--- src/rtl/spu_fetch_unit_if.sv ---
// Instruction-memory read port between the SPU fetch unit (master) and instruction memory (slave).
interface spu_fetch_unit_if #(
    parameter int unsigned PCbitsize = 11
);
    logic                 imem_req;
    logic [PCbitsize-1:0] imem_addr;
    logic                 imem_rvalid;
    logic [63:0]          imem_rdata;

    modport master (
        output imem_req,
        output imem_addr,
        input  imem_rvalid,
        input  imem_rdata
    );

    modport slave (
        input  imem_req,
        input  imem_addr,
        output imem_rvalid,
        output imem_rdata
    );
endinterface

--- src/rtl/spu_fetch_unit.sv ---
// SPU dual-issue fetch stage: one 64-bit imem read in flight, skid buffer for hazard stalls,
// branch redirect with in-flight discard and odd-word target alignment.
module spu_fetch_unit #(
    parameter int unsigned PCbitsize = 11,
    parameter logic [31:0] NOP       = 32'h40200000
) (
    input  logic                 clk,
    input  logic                 reset,
    input  logic                 stall,
    input  logic                 branch_taken,
    input  logic [PCbitsize-1:0] branch_target,
    spu_fetch_unit_if.master     imem,
    output logic [PCbitsize-1:0] PC_adderOut,
    output logic [31:0]          instruction1,
    output logic [31:0]          instruction2,
    output logic                 fetch_valid
);
    typedef enum logic [1:0] {StIdle, StReq, StWait, StFull} state_e;

    state_e               r_state;
    logic [PCbitsize-1:0] r_fetch_pc;
    logic                 r_discard;
    logic                 r_misalign;
    logic                 r_req;
    logic [31:0]          r_skid_i1;
    logic [31:0]          r_skid_i2;
    logic [PCbitsize-1:0] r_skid_pc;
    logic [31:0]          r_i1;
    logic [31:0]          r_i2;
    logic [PCbitsize-1:0] r_pc_out;
    logic                 r_valid;

    logic [PCbitsize-1:0] w_pc_next;
    logic [PCbitsize-1:0] w_target_aligned;
    logic [31:0]          w_pair_i1;
    logic                 w_unused;

    assign w_pc_next        = r_fetch_pc + PCbitsize'(8);
    assign w_target_aligned = {branch_target[PCbitsize-1:3], 3'b000};
    // A misaligned redirect target lands in the younger slot; the older slot is a bubble.
    assign w_pair_i1        = r_misalign ? NOP : imem.imem_rdata[63:32];
    assign w_unused         = ^branch_target[1:0];

    always_ff @(posedge clk) begin
        if (!reset) begin
            r_state    <= StIdle;
            r_fetch_pc <= '0;
            r_discard  <= 1'b0;
            r_misalign <= 1'b0;
            r_req      <= 1'b0;
            r_skid_i1  <= NOP;
            r_skid_i2  <= NOP;
            r_skid_pc  <= '0;
            r_i1       <= NOP;
            r_i2       <= NOP;
            r_pc_out   <= '0;
            r_valid    <= 1'b0;
        end else begin
            r_req <= 1'b0;
            if (!stall) begin
                r_i1    <= NOP;
                r_i2    <= NOP;
                r_valid <= 1'b0;
            end
            if (branch_taken) begin
                r_fetch_pc <= w_target_aligned;
                r_misalign <= branch_target[2];
                r_i1       <= NOP;
                r_i2       <= NOP;
                r_valid    <= 1'b0;
                case (r_state)
                    StReq: begin
                        r_state   <= StWait;
                        r_discard <= 1'b1;
                    end
                    StWait: begin
                        if (imem.imem_rvalid) begin
                            r_state   <= StReq;
                            r_req     <= 1'b1;
                            r_discard <= 1'b0;
                        end else begin
                            r_state   <= StWait;
                            r_discard <= 1'b1;
                        end
                    end
                    default: begin
                        r_state   <= StReq;
                        r_req     <= 1'b1;
                        r_discard <= 1'b0;
                    end
                endcase
            end else begin
                case (r_state)
                    StIdle: begin
                        r_state <= StReq;
                        r_req   <= 1'b1;
                    end
                    StReq: r_state <= StWait;
                    StWait: begin
                        if (imem.imem_rvalid) begin
                            if (r_discard) begin
                                r_discard <= 1'b0;
                                r_state   <= StReq;
                                r_req     <= 1'b1;
                            end else if (!stall) begin
                                r_i1       <= w_pair_i1;
                                r_i2       <= imem.imem_rdata[31:0];
                                r_pc_out   <= w_pc_next;
                                r_valid    <= 1'b1;
                                r_fetch_pc <= w_pc_next;
                                r_misalign <= 1'b0;
                                r_state    <= StReq;
                                r_req      <= 1'b1;
                            end else begin
                                r_skid_i1  <= w_pair_i1;
                                r_skid_i2  <= imem.imem_rdata[31:0];
                                r_skid_pc  <= w_pc_next;
                                r_misalign <= 1'b0;
                                r_state    <= StFull;
                            end
                        end
                    end
                    StFull: begin
                        if (!stall) begin
                            r_i1       <= r_skid_i1;
                            r_i2       <= r_skid_i2;
                            r_pc_out   <= r_skid_pc;
                            r_valid    <= 1'b1;
                            r_fetch_pc <= r_skid_pc;
                            r_state    <= StReq;
                            r_req      <= 1'b1;
                        end
                    end
                    default: r_state <= StIdle;
                endcase
            end
        end
    end

    assign imem.imem_req  = r_req;
    assign imem.imem_addr = {r_fetch_pc[PCbitsize-1:3], 3'b000};
    assign PC_adderOut    = r_pc_out;
    assign instruction1   = r_i1;
    assign instruction2   = r_i2;
    assign fetch_valid    = r_valid;
endmodule

--- src/flat_wrapper.sv ---
// flat-port wrapper written by rule: the top's interface ports become plain ports
module spu_fetch_unit_flat 
#(
    parameter int unsigned PCbitsize = 11,
    parameter logic [31:0] NOP       = 32'h40200000
)
  (clk, reset, stall, branch_taken, branch_target, PC_adderOut, instruction1, instruction2, fetch_valid, imem_imem_req, imem_imem_addr, imem_imem_rvalid, imem_imem_rdata);
  spu_fetch_unit_if #(.PCbitsize(PCbitsize)) imem_i ();
  input  logic clk;
  input  logic reset;
  input  logic stall;
  input  logic branch_taken;
  input  logic [PCbitsize-1:0] branch_target;
  output logic [PCbitsize-1:0] PC_adderOut;
  output logic [31:0] instruction1;
  output logic [31:0] instruction2;
  output logic fetch_valid;
  output wire logic [$bits(imem_i.imem_req)-1:0] imem_imem_req;
  output wire logic [$bits(imem_i.imem_addr)-1:0] imem_imem_addr;
  input wire logic [$bits(imem_i.imem_rvalid)-1:0] imem_imem_rvalid;
  input wire logic [$bits(imem_i.imem_rdata)-1:0] imem_imem_rdata;
  assign imem_imem_req = imem_i.imem_req;
  assign imem_imem_addr = imem_i.imem_addr;
  assign imem_i.imem_rvalid = imem_imem_rvalid;
  assign imem_i.imem_rdata = imem_imem_rdata;
  spu_fetch_unit #(.PCbitsize(PCbitsize), .NOP(NOP)) u_core (.clk(clk), .reset(reset), .stall(stall), .branch_taken(branch_taken), .branch_target(branch_target), .imem(imem_i), .PC_adderOut(PC_adderOut), .instruction1(instruction1), .instruction2(instruction2), .fetch_valid(fetch_valid));
endmodule
--- config.mk ---
export PLATFORM = sky130hd
export DESIGN_NAME = spu_fetch_unit_flat
export DESIGN_NICKNAME = d
export VERILOG_FILES = /design/src/rtl/spu_fetch_unit_if.sv /design/src/rtl/spu_fetch_unit.sv /design/src/flat_wrapper.sv
export SDC_FILE = /design/constraint.sdc
export NUM_CORES = 1
export LEC_CHECK = 0
export CORE_ASPECT_RATIO = 1.4
export CORE_MARGIN = 2
export CORE_UTILIZATION = 35
export DETAILED_ROUTE_END_ITERATION = 10
export PLACE_DENSITY = 0.59
export SYNTH_ARGS = -nofsm -noshare
export SYNTH_HDL_FRONTEND = slang
export SYNTH_SLANG_ARGS = --single-unit
--- constraint.sdc ---
create_clock -name clk -period 5.64 [get_ports clk]
set_input_delay 0.846 -clock clk [delete_from_list [all_inputs] [get_ports clk]]
set_output_delay 0.846 -clock clk [all_outputs]
set_load 0.02 [all_outputs]
==> metrics list <==
* Outcome: finished clean
* Remaining global-route overflow: 0
- The HPWL after detailed placement is roughly 13 mm.
- The first TritonRoute pass finished after 5 iterations.
* IR Drop Worst-Case VDD: 216 uV
- After floorplanning, the core was divided into 61 placement rows.
- The number of placed instances, taps included, is 1196.
- The final max-slew violation count came to 0.
- Tightest Hold Check Type: flop to flop
- TritonCTS clock tree: built
- Final Hold Vio Count: 0
* Initial antenna violation count: 0
- Final cycle utilization of the critical path: a little over half
- The routed design has 20.5 mm of wire.
* Post-Synthesis Cell Area: 0.00711 mm^2
- The worst hold path begins at u_core.r_skid_i2[14]$_SDFFE_PN0P_.
- Clock latency on the worst-skew pair: 0.43 ns
- Achievable Freq: 329 MHz
* Post-Syn Area per Cell: 8.39 um^2
- Post-synth cell types: 56
- Synthesized netlist cell count: approximately 850
- Core Util, Final: a little under half
- For this run, the total global-route usage over all layers was measured as a little under a fifth.
- After clock tree synthesis, the flow added hold-fix buffers numbering 0.
* Routed len/inst: between 15 and 20 um
* Setup repair after global routing missed its margin: false
- Once detail routing completed, the nets flagged for antenna violations numbered 0.
* Final period demand of the worst path: 3.04 ns
- Pwr dens: 278 mW/mm^2
- Clock skew on the completed layout was measured at slightly below 0.01 ns.
- Setup CP Type: primary input to flop
- The biggest area contributor in the post-synthesis netlist is sky130_fd_sc_hd__dfxtp_1.
- The final route contains 6466 vias.
- The die covers 0.0215 mm^2.
- Number of standard cells in the layout, taps in and fillers out: roughly 1200
- Final count of negative-setup-slack endpoints: 0
- Leading cell types by total area after synthesis: sky130_fd_sc_hd__dfxtp_1, sky130_fd_sc_hd__nand2_1, sky130_fd_sc_hd__a21oi_1
- The layout has approximately 1900 filler cells.
- The worst setup path is captured at a flop.
* Cell at the root of the clock tree: sky130_fd_sc_hd__clkbuf_16
- DR iter-0 viols: slightly above 400
- Number of synthesis warnings: 0
- Worst Setup Slack post-DPL: around 2.2 ns
- Sinks on the clock net: 167
- STA puts the critical path data required time at slightly below 6 ns.
- Average vias per placed instance: 5.27
* Final critical-path setup slack: 2.60 ns
* H-tree depth reported by CTS: 4
- In the final timing run, aggregate negative setup slack is 0 ns.
* Count of input and output buffers: 162
- Counting flops with a built-in enable in the synthesized netlist gives 0.
- For this run, design rule violations remaining after detail routing come to 0.
* Chip Width: 124 um
- First-pass GRT wire length: about 33 mm
- Placer congestion estimate: 0.803
- Ports: 168
- The synthesized design devotes to its leading area cell type between 40% and 50% of total area.
- The worst register-to-register path begins at u_core.r_state[1]$_SDFFE_PN0P_.
- The worst setup path is launched from a primary input.
- For the worst setup path, the data arrival time is 3.32 ns.
* Most frequent standard cell in the layout excluding fill and tap cells: sky130_fd_sc_hd__dfxtp_1
* Largest net degree at the start of global routing: 80
- Clk slew on worst S/H paths: 0.06 ns
- Largest buffer count on any clock path: 2
- FFs w/ async S/R, synth: 0%
* Standard cell core area: approximately 0.020 mm^2
- Setup crit start: stall
- Counting the buffers created by CTS gives 17.
* Most instantiated flip-flop cell in the synthesis netlist: sky130_fd_sc_hd__dfxtp_1
* Tightest slew margin relative to the limit: 25.5%
* Commonest cells after routing, fill and taps aside: sky130_fd_sc_hd__dfxtp_1, sky130_fd_sc_hd__clkdlybuf4s50_1, sky130_fd_sc_hd__nand2_1, sky130_fd_sc_hd__a21oi_1, sky130_fd_sc_hd__nor2_1
- Along the worst path, the maximum fanout reaches 38.
- Starting density of the core: 35.7%
- Of the cells placed in the final design, the portion with a size suffix greater than 1 is 6.45%.
* # nets final: 1048
* Worst Max-Slew Pin Slew: 1.12 ns
- Once the clock tree was built, the resizer swapped 0 gates to a different size.
- The area growth from synthesis to layout is 32.1%.
* Count of state elements after synthesis: approximately 170
* Antenna fix cells: 0
- The via count of the first global-routing pass came to about 6300.
* Leakage power of the design: 3.29 nW
* Number of max-cap violations: 0
- Die Y: 173 um
- Number of post-CTS setup repair buffers: 0
- Part of the Yosys area used for sequential elements: a little under half
[worst max-delay path, stage by stage]
cell,delay (ns)
sky130_fd_sc_hd__clkdlybuf4s50_1,0.63
sky130_fd_sc_hd__inv_1,0.92
sky130_fd_sc_hd__a21oi_1,0.31
sky130_fd_sc_hd__nor2_2,0.43
sky130_fd_sc_hd__o221ai_1,0.16
[final timing paths]
check,to,slack (ns),depth (start not counted)
worst min-delay path,u_core.r_skid_i2[14]$_SDFFE_PN0P_,0.45,2
worst min register to register,u_core.r_skid_i2[14]$_SDFFE_PN0P_,0.45,2
worst max-delay path,u_core.PC_adderOut[10]$_SDFFE_PN0P_,2.60,5
worst max register to register,u_core.PC_adderOut[7]$_SDFFE_PN0P_,2.80,6
[registers in the layout (all words and copies together), names as in the netlist, 2 cells and up]
signal               flops
u_core.PC_adderOut      11
u_core.instruction1     32
u_core.r_state           2
u_core.instruction2     32
u_core.r_fetch_pc       11
u_core.r_skid_i1        32
u_core.r_skid_pc        11
u_core.r_skid_i2        32
[routing by layer]
| layer | track usage [%] | up-vias | wire (um) |
|---|---|---|---|
| li1 | - | 3216 | - |
| met2 | 33.4 | 175 | 10400 |
| met4 | 5.57 | 0 | 290 |
| met1 | 22.8 | 3054 | 8600 |
| met5 | 0 | - | 0 |
| met3 | 5.04 | 21 | 1240 |
[through the flow]
step | hold slack (ns) | power [mW] | area, um^2
after global placement | 0.437 | 1.45 | 8790
after detailed placement | 0.442 | 1.45 | 8790
final | 0.448 | 2.61 | 9390
after global routing | 0.469 | 2.71 | 9390
after CTS | 0.452 | 2.64 | 9390
after floorplan | 0.432 | 1.34 | 7120
[kinds of logic after synthesis]
logic type	count (synthesis)	share of synthesized area, %
AOI/OAI and AO/OA	208	19.9
xor gates and xnor gates	6	0.739
adders and majority gates	5	0.880
buffers and inverters	92	6.09
DFF	167	47.0
muxes	14	2.01
other	1	0.0527
and+or+nand+nor	355	23.3
[final cells by class]
cell class              instances  area, um^2  area share (%)
clock buffers                  18         439            4.68
clock inverters                14         164            1.75
inverters                      10        37.5           0.400
multi-input cells             591        3370            35.8
flip-flops and latches        167        3340            35.6
well taps                     252         315            3.36
repair buffers                176        1730            18.4
[Yosys cell counts, drive strengths merged, types with 6 or more instances]
master and instances:
and3 34, dfxtp 167, a222oi 26, nand2b 14, o211ai 7, nand2 147
o21ai 20, a21oi 89, nor2 84, nor3 10, clkbuf 43, a211oi 6
inv 10, nand3 18, mux2i 12, buf 39, a221oi 30, nor2b 29
[report_power, final]
| part | switching, mW | total (mW) | internal, mW |
|---|---|---|---|
| sequential | 0.0128 | 1.20 | 1.19 |
| clock | 0.510 | 1.19 | 0.676 |
| combinational | 0.122 | 0.218 | 0.0969 |
No activity file was read; power rests on OpenSTA's default activity.
